--- src/rtl/config_pkg.sv ---
// Shared types for the configuration loader: chain layout, config word and FSM states.
package config_pkg;

    localparam int CLOCK_CONFIG_WIDTH = 4;
    localparam int SYM_COEFFS_WIDTH   = 1;
    localparam int CHAIN_WIDTH        = CLOCK_CONFIG_WIDTH + SYM_COEFFS_WIDTH;

    // MSB of the chain holds the symmetric-coefficient flag.
    typedef struct packed {
        logic [SYM_COEFFS_WIDTH-1:0]   sym_coeffs;
        logic [CLOCK_CONFIG_WIDTH-1:0] clock_config;
    } config_t;

    typedef enum logic [1:0] {
        IDLE,
        SHIFT,
        DONE
    } loader_state_e;

endpackage

--- src/rtl/config_loader_if.sv ---
// Host-facing load/readback handshake of the configuration loader.
interface config_loader_if;
    import config_pkg::*;

    logic    load_valid;
    logic    load_ready;
    config_t load_data;
    config_t read_data;
    logic    done;
    logic    busy;

    modport master (
        output load_valid, load_data,
        input  load_ready, read_data, done, busy
    );

    modport slave (
        input  load_valid, load_data,
        output load_ready, read_data, done, busy
    );

endinterface

--- src/rtl/shift_strobe_gen.sv ---
// Divider producing a one-cycle strobe every SHIFT_DIV cycles while enabled.
module shift_strobe_gen #(
    parameter int SHIFT_DIV = 1
) (
    input  logic clk,
    input  logic reset,
    input  logic enable,
    output logic strobe
);

    localparam int DIV_W = (SHIFT_DIV > 1) ? $clog2(SHIFT_DIV) : 1;
    localparam logic [DIV_W-1:0] DIV_LAST = DIV_W'(SHIFT_DIV - 1);

    logic [DIV_W-1:0] div_cnt;

    // NOTE: sequential state uses non-blocking assignments so every flop
    // samples pre-edge values regardless of process evaluation order.
    always_ff @(posedge clk) begin
        if (reset || !enable) begin
            div_cnt <= '0;
        end else if (div_cnt == DIV_LAST) begin
            div_cnt <= '0;
        end else begin
            div_cnt <= div_cnt + 1'b1;
        end
    end

    assign strobe = enable && (div_cnt == DIV_LAST);

endmodule

--- src/rtl/config_loader.sv ---
// Shifts a parallel config word MSB-first into the serial config chain while
// capturing the chain's previous contents from its serial output.
module config_loader
    import config_pkg::*;
#(
    parameter int SHIFT_DIV = 1
) (
    input  logic            clk,
    input  logic            reset,
    config_loader_if.slave  bus,
    output logic            serial_en,
    output logic            serial_in,
    input  logic            serial_out
);

    localparam int BIT_W = $clog2(CHAIN_WIDTH + 1);
    localparam logic [BIT_W-1:0] BIT_LAST = BIT_W'(CHAIN_WIDTH - 1);

    loader_state_e state;
    loader_state_e state_next;

    logic [CHAIN_WIDTH-1:0] shift_buf;
    logic [CHAIN_WIDTH-1:0] readback;
    logic [CHAIN_WIDTH-1:0] read_data_q;
    logic [BIT_W-1:0]       bit_cnt;
    logic                   strobe;
    logic                   xfer;
    logic                   last_bit;

    shift_strobe_gen #(
        .SHIFT_DIV (SHIFT_DIV)
    ) u_strobe (
        .clk    (clk),
        .reset  (reset),
        .enable (state == SHIFT),
        .strobe (strobe)
    );

    assign xfer     = bus.load_valid && (state == IDLE);
    assign last_bit = strobe && (bit_cnt == BIT_LAST);

    always_ff @(posedge clk) begin
        if (reset) begin
            state <= IDLE;
        end else begin
            state <= state_next;
        end
    end

    // NOTE: every output of this block gets a default first, so no path
    // through the case leaves a signal unassigned and infers a latch.
    always_comb begin
        state_next     = state;
        serial_en      = 1'b0;
        serial_in      = 1'b0;
        bus.load_ready = 1'b0;
        bus.done       = 1'b0;
        bus.busy       = 1'b1;
        case (state)
            IDLE: begin
                bus.load_ready = 1'b1;
                bus.busy       = 1'b0;
                if (bus.load_valid) state_next = SHIFT;
            end
            SHIFT: begin
                serial_en = strobe;
                serial_in = strobe && shift_buf[CHAIN_WIDTH-1];
                if (last_bit) state_next = DONE;
            end
            DONE: begin
                bus.done   = 1'b1;
                state_next = IDLE;
            end
            default: state_next = IDLE;
        endcase
    end

    // NOTE: the shift buffer and readback register are plain flops, so they
    // are reset with everything else; only read_data has a visible reset value.
    always_ff @(posedge clk) begin
        if (reset) begin
            shift_buf   <= '0;
            readback    <= '0;
            read_data_q <= '0;
            bit_cnt     <= '0;
        end else if (xfer) begin
            shift_buf <= bus.load_data;
            readback  <= '0;
            bit_cnt   <= '0;
        end else if (serial_en) begin
            shift_buf <= {shift_buf[CHAIN_WIDTH-2:0], 1'b0};
            readback  <= {readback[CHAIN_WIDTH-2:0], serial_out};
            bit_cnt   <= bit_cnt + 1'b1;
            // Publish on the final strobe so read_data is valid alongside done.
            if (last_bit) read_data_q <= {readback[CHAIN_WIDTH-2:0], serial_out};
        end
    end

    assign bus.read_data = read_data_q;

endmodule

--- src/flat_wrapper.sv ---
// flat-port wrapper written by rule: the top's interface ports become plain ports
module config_loader_flat import config_pkg::*;
#(
    parameter int SHIFT_DIV = 1
)
  (clk, reset, serial_en, serial_in, serial_out, bus_load_valid, bus_load_data, bus_load_ready, bus_read_data, bus_done, bus_busy);
  config_loader_if bus_i ();
  input  logic clk;
  input  logic reset;
  output logic serial_en;
  output logic serial_in;
  input  logic serial_out;
  input wire logic [$bits(bus_i.load_valid)-1:0] bus_load_valid;
  input wire logic [$bits(bus_i.load_data)-1:0] bus_load_data;
  output wire logic [$bits(bus_i.load_ready)-1:0] bus_load_ready;
  output wire logic [$bits(bus_i.read_data)-1:0] bus_read_data;
  output wire logic [$bits(bus_i.done)-1:0] bus_done;
  output wire logic [$bits(bus_i.busy)-1:0] bus_busy;
  assign bus_i.load_valid = bus_load_valid;
  assign bus_i.load_data = bus_load_data;
  assign bus_load_ready = bus_i.load_ready;
  assign bus_read_data = bus_i.read_data;
  assign bus_done = bus_i.done;
  assign bus_busy = bus_i.busy;
  config_loader #(.SHIFT_DIV(SHIFT_DIV)) u_core (.clk(clk), .reset(reset), .bus(bus_i), .serial_en(serial_en), .serial_in(serial_in), .serial_out(serial_out));
endmodule
--- config.mk ---
export PLATFORM = sky130hd
export DESIGN_NAME = config_loader_flat
export DESIGN_NICKNAME = d
export VERILOG_FILES = /design/src/rtl/config_pkg.sv /design/src/rtl/config_loader_if.sv /design/src/rtl/shift_strobe_gen.sv /design/src/rtl/config_loader.sv /design/src/flat_wrapper.sv
export SDC_FILE = /design/constraint.sdc
export NUM_CORES = 1
export LEC_CHECK = 0
export CAP_MARGIN = 0
export CORE_MARGIN = 5
export CORE_UTILIZATION = 47
export CTS_CLUSTER_SIZE = 10
export DETAILED_ROUTE_END_ITERATION = 10
export GPL_TIMING_DRIVEN = 0
export PLACE_DENSITY = 0.75
export SYNTH_ARGS = -nofsm -noshare
export SYNTH_HDL_FRONTEND = slang
export SYNTH_SLANG_ARGS = --single-unit
--- constraint.sdc ---
create_clock -name clk -period 1.7 [get_ports clk]
set_input_delay 0.255 -clock clk [delete_from_list [all_inputs] [get_ports clk]]
set_output_delay 0.255 -clock clk [all_outputs]
set_load 0.05 [all_outputs]
==> results of run 1 <==
## registers in the layout, indices dropped and copies added, names as in the netlist
name,count
u_core.bit_cnt,3
u_core.readback,4
u_core.state,2
u_core.shift_buf,5
u_core.bus.read_data,5
u_core.u_strobe.div_cnt,1
## layout by cell type (no fill, tap or decap), types with 2 or more instances in the layout
cell / count
dlygate4sd2_1: 7
dfxtp_4: 2
ha_1: 2
mux2i_1: 5
clkdlybuf4s50_1: 7
buf_4: 8
nand2_1: 12
clkbuf_4: 3
nor3_1: 7
a21oi_1: 8
inv_1: 4
nand2b_1: 11
nor2_1: 2
buf_6: 2
buf_8: 2
clkbuf_1: 3
o22ai_1: 3
dfxtp_1: 18
## per-layer routing
layer  global-route usage  vias to the layer above  part of all wire
li1                     -                      370                 -
met1                0.167                      331              0.47
met2                0.223                       13              0.47
met3               0.0370                        4             0.039
met4               0.0766                        0             0.020
met5                    0                        -                 0
## synthesized netlist by cell type
cell	number
o21ai_0	1
or3b_4	1
nand3_1	1
conb_1	1
nor3_1	7
nor3b_1	1
and2b_1	1
buf_1	1
nor2b_1	1
o21bai_1	1
and2_1	1
dfxtp_1	20
inv_2	1
xnor2_1	1
nand2_1	12
or3_1	1
a211oi_1	1
and3_1	1
mux2i_1	5
a21oi_1	8
nand2b_1	11
o22ai_1	3
clkbuf_1	3
nor2_1	3
buf_4	1
inv_1	4
ha_1	2
or3b_2	1
buf_6	1
## cell families after synthesis
family	count (synthesis)
AND/OR/NAND/NOR	42
flip-flops	20
AO/OA/AOI/OAI	14
buffers and inverters	11
multiplexers	5
adder cells (fa/ha/maj)	2
other	1
XOR/XNOR	1
## final cells by class
type,count,area (um2),share of cell area
Tap cell,25,31.3,0.0270
Timing Repair Buffer,26,238,0.205
Multi-Input combinational cell,65,397,0.343
Inverter,5,21.3,0.0184
Sequential cell,20,408,0.352
Clock buffer,4,36.3,0.0314
Buffer,5,26.3,0.0227
## critical path: stages, from the launching register on
cell and delay (ns):
dfxtp_4 0.38, or3b_4 0.41, inv_4 0.08, and2_4 0.14, buf_8 0.14
## worst max path at each step
stage | startpoint | to | slack, ns | cells after the start
global route | u_core.state[0] | serial_in | -0.06 | 4
floorplan | u_core.state[0] | serial_in | 0.02 | 4
detailed placement | u_core.state[0] | serial_in | -0.59 | 5
finish | u_core.state[0] | serial_in | -0.0004 | 4
CTS | u_core.state[0] | serial_in | -0.09 | 5
global placement | u_core.state[0] | serial_in | -0.59 | 5
## through the flow
stage	setup slack, ns	cells
floorplan	0.0188	96
global placement	-0.589	138
detailed placement	-0.592	138
CTS	-0.0853	149
global route	-0.0571	150
finish	-0.000354	150
## power by group
| part | switching (mW) | internal (mW) | total [mW] |
|---|---|---|---|
| registers | 0.00959 | 0.482 | 0.491 |
| clock network | 0.142 | 0.131 | 0.273 |
| logic | 0.0670 | 0.0633 | 0.130 |
## repair_timing
item | in CTS | in global routing
pin swaps | 1 | 1
hold buffers | 0 | 0
setup endpoints to repair | 10 | 3
resized for setup | 30 | 4
buffers inserted | 7 | 2
==> results.yml, run 1 <==
outcome:
  status: "finished, violations left"
  violations: "negative setup slack"
floorplan:
  core-area_um2: 1730
  initial_core_util: 0.489
  die_y_um: 52.4
  boundaryPins: 19
  die_area_um2: 2740
  die_width_um: 52.4
  floorplan.rows: 15
worst_setup_path:
  critical_path.max_fanout: 4
  timing.rr.start: "u_core.state[0]"
  cp.arrival_ns: 1.45
  timing.reg2reg.setup_slack_ns: 0.08
  cp.required_ns: 1.44
  rr_worst_depth: 7
  endpoint_kind: "primary output"
  critPathLaunchType: "register"
  rr_endpoint: "u_core.bus.read_data[2]"
  critPathKind: "reg -> out"
placement:
  place_congestion: 0.696
  hpwl_mm: 1.16
  placed_cell_area_um2: 1050
  numPortBuffers: 17
timing:
  report.final.slew_viol_count: 0
  relSlewSlack: 0.644
  hold_ws_ns: 0.373
  max_clock_freq_ghz: 0.588
  clock_skew_ns: 0.000711
  finalHoldViolCount: 0
  timing.final.ws_setup_ns: -0.000354
  finalCritPeriodShare: 1.00
  period_needed_ns: 1.70
  finalSetupTns_ns: -0.000354
  setup_viol: 1
  grt_setup_unrepaired: "yes"
  worst_pin_slew_ns: 0.533
yosys:
  syn_area_per_cell_um2: 8.80
  synth.distinct_cells: 29
  synth_top_family_by_area: "simple AND/OR/NAND/NOR gates"
  muxShareOfSynthArea: 0.0593
  yosysTopAreaCell: "dfxtp_1"
  ys_ff_latch: 20
  ys.warnings.count: 0
  yosys.area_share.simple: 0.267
  synth.cell_area_um2: 845
  synth_compound_area_frac: 0.0933
  synth_fp_nets: 107
  synth_xor_area_frac: 0.0104
  syn_inst: 96
  synth_top_area_share: 0.474
  synth_fa_ha_area_frac: 0.0296
  ys_seq_area_frac: 0.474
  synth_area_leaders: "dfxtp_1 47%, nand2b_1 8.1%, mux2i_1 5.9%, nand2_1 5.3%, a21oi_1 4.7%"
routing:
  first_iter_violations: 11
  via_per_inst: 4.79
  drtAntennaViolNets: 0
  dr.pass1.iters: 4
  routedWlPerCell_um: 11.4
  vias: 718
  drc: 0
  drt_wl_total_mm: 1.72
layout:
  layout.nets: 137
  syn_to_final_growth_pct: 37.0
  diodes: 0
  stdcell_area_um2: 1160
  final_util: 0.670
  fillers: 162
  drive_gt1_frac: 0.192
job:
  cap_violations: 0
hold_path:
  worstHoldPathType: "in -> reg"
  min_to: "u_core.bus.read_data[4]"
  hold_start: "reset"
  whs_path_depth: 3
power_and_ir_drop:
  ir_drop_v: 0.000640
  p_total_uw: 894
  p_leak_nw: 0.471
  cellPowerDensity_nw_per_um2: 773
clock_tree:
  htree_levels: 1
  cts_max_path_buffers: 2
  cts_buffers: 3
  root_buffer: "clkbuf_4"
  cts_tree: "yes"
  clk_latency_ns: 0.30
  cts_sinks: 20
  clkTransAtPathRegs_ns: 0.11
global_routing:
  grt_max_degree: 12
  antenna_found_initial: 0
  grt_pass1_vias: 635
  overflow: 0
  track_usage: 0.139
  grt_pass1_wl_mm: 2.80
Note: power is estimated with default switching activity, not from simulation.
==> run 2: changes to the inputs <==
--- a/config.mk
+++ b/config.mk
@@ -8,6 +8,7 @@
 export CAP_MARGIN = 0
 export CORE_MARGIN = 5
 export CORE_UTILIZATION = 47
+export CTS_BUF_LIST = sky130_fd_sc_hd__clkbuf_16
 export CTS_CLUSTER_SIZE = 10
 export DETAILED_ROUTE_END_ITERATION = 10
 export GPL_TIMING_DRIVEN = 0
==> run 2 against run 1 <==
Maximum frequency grew 1.0%. Global-route usage shrank 0.58 points. Highest routed layer unchanged. Count of clock-buffer cells in the layout shrank 1. The run now ends clean. Largest cell class unchanged. Critical path type unchanged.
==> results.yml, run 2 (synthesis gave the netlist of run 1 again) <==
placement:
  place_congestion: 0.696
  placed_cell_area_um2: 1050
  place_ws_ns: -0.592
  hpwl_mm: 1.16
  numPortBuffers: 17
power_and_ir_drop:
  p_sw_frac: 0.218
  pwr-share-seq: 0.453
  cellPowerDensity_nw_per_um2: 929
  p_leak_nw: 0.447
  intPower_uw: 853
  ir_drop_v: 0.000543
  clockPowerShare: 0.435
  p_total_mw: 1.09
  p_switching_uw: 238
  pwr-share-comb: 0.112
routing:
  topRoutingLayerUsed: "met4"
  via_per_inst: 4.85
  first_iter_violations: 8
  dr.pass1.iters: 3
  routedWlPerCell_um: 12.1
  drt_wl_total_mm: 1.77
  met2_length_um: 899
  dr_wl_met3_um: 69
  vias: 708
  drc: 0
  drtAntennaViolNets: 0
  wl_met1_um: 776
timing:
  finalHoldViolCount: 0
  period_needed_ns: 1.68
  max_clock_freq_ghz: 0.594
  setup_viol: 0
  finalCritPeriodShare: 0.990
  hold_ws_ns: 0.451
  grt_setup_unrepaired: "yes"
  timing.final.ws_setup_ns: 0.0165
  report.final.slew_viol_count: 0
  worst_pin_slew_ns: 0.562
  clock_skew_ns: 0.00102
  relSlewSlack: 0.625
worst_setup_path:
  cp.required_ns: 1.44
  endpoint_kind: "primary output"
  cp.arrival_ns: 1.43
  critPathKind: "reg -> out"
  critical_path.max_fanout: 10
  critPathLaunchType: "register"
clock_tree:
  cts_hold_buffers: 0
  cts_max_path_buffers: 2
  clk_latency_ns: 0.25
  clkTransAtPathRegs_ns: 0.05
  cts_sinks: 20
  root_buffer: "clkbuf_16"
  cts_tree: "yes"
  htree_levels: 1
  cts_buffers: 3
global_routing:
  track_usage: 0.133
  overflow: 0
  antenna_found_initial: 0
  grt_max_degree: 12
  grt_pass1_vias: 624
  grt_pass1_wl_mm: 2.73
layout:
  mostFrequentLayoutCells: "18 x dfxtp_1, 12 x nand2_1, 12 x clkdlybuf4s50_1"
  fillers: 155
  stdcell_area_um2: 1170
  syn_to_final_growth_pct: 39.1
  mostFrequentLayoutCell: "dfxtp_1"
  layout.nets: 133
  diodes: 0
  drive_gt1_frac: 0.157
hold_path:
  worstHoldPathType: "in -> reg"
floorplan:
  initial_core_util: 0.489
  die_width_um: 52.4
  boundaryPins: 19
  die_y_um: 52.4
  die_area_um2: 2740
  floorplan.rows: 15
  core-area_um2: 1730
job:
  cap_violations: 0
outcome:
  status: "complete, no violations"
-- run 2: cell types whose count changed in the layout (fill, tap and decap cells not counted), moves of 3 or more --
cell	before	now
clkdlybuf4s50_1	7	12
dlygate4sd2_1	7	3
buf_4	8	5
clkbuf_16	0	3
clkbuf_4	3	0
-- run 2: worst paths after layout --
kind | cells past startpoint | startpoint | end | slack [ns]
worst max-delay path | 4 | u_core.state[0] | serial_in | 0.02
worst min-delay path | 3 | reset | u_core.bus.read_data[4] | 0.45
worst max register to register | 5 | u_core.state[0] | u_core.shift_buf[3] | 0.09
worst min register to register | 2 | u_core.readback[3] | u_core.readback[3] | 0.46
-- run 2: stage by stage --
stage / utilization / cells / setup TNS (ns)
after CTS: 0.653 / 142 / -0.233
after detailed placement: 0.608 / 138 / -1.84
after floorplan: - / 96 / 0
final: 0.680 / 146 / 0
after global routing: 0.680 / 146 / -0.0369
after global placement: 0.608 / 138 / -1.83
-- run 2: power groups by stage --
| stage | Combinational [mW] | Clock (mW) | Sequential [mW] |
|---|---|---|---|
| finish | 0.122 | 0.474 | 0.495 |
| global route | 0.132 | 0.504 | 0.496 |
| CTS | 0.111 | 0.481 | 0.494 |
| detailed placement | 0.112 | 0 | 0.504 |
| global placement | 0.111 | 0 | 0.503 |
| floorplan | 0.0738 | 0 | 0.502 |
-- run 2: layout make-up --
| type | count | area, um2 | area share |
|---|---|---|---|
| tap | 25 | 31.3 | 0.0266 |
| inverter | 5 | 26.3 | 0.0224 |
| sequential | 20 | 405 | 0.345 |
| buffer | 5 | 26.3 | 0.0224 |
| multi-input combinational | 65 | 403 | 0.343 |
| clock buffer | 3 | 75.1 | 0.0639 |
| clock inverter | 1 | 3.75 | 0.00319 |
| timing repair buffer | 22 | 204 | 0.174 |
-- run 2: metal layers --
layer,vias up,GRT usage
li1,364,-
met1,325,0.157
met3,4,0.0399
met2,15,0.221
met4,0,0.0596
met5,-,0
-- run 2: critical path, cell delays in order, from the launching register on --
cell,delay (ns)
dfxtp_4,0.37
or3b_4,0.43
inv_8,0.10
and2_4,0.15
buf_8,0.14
-- run 2: what timing repair did --
item / in CTS / in global routing
setup endpoints to repair: 5 / 2
pin swaps: 0 / 1
resized for setup: 18 / 7
setup buffers: 0 / 5
gates cloned: 0 / 0
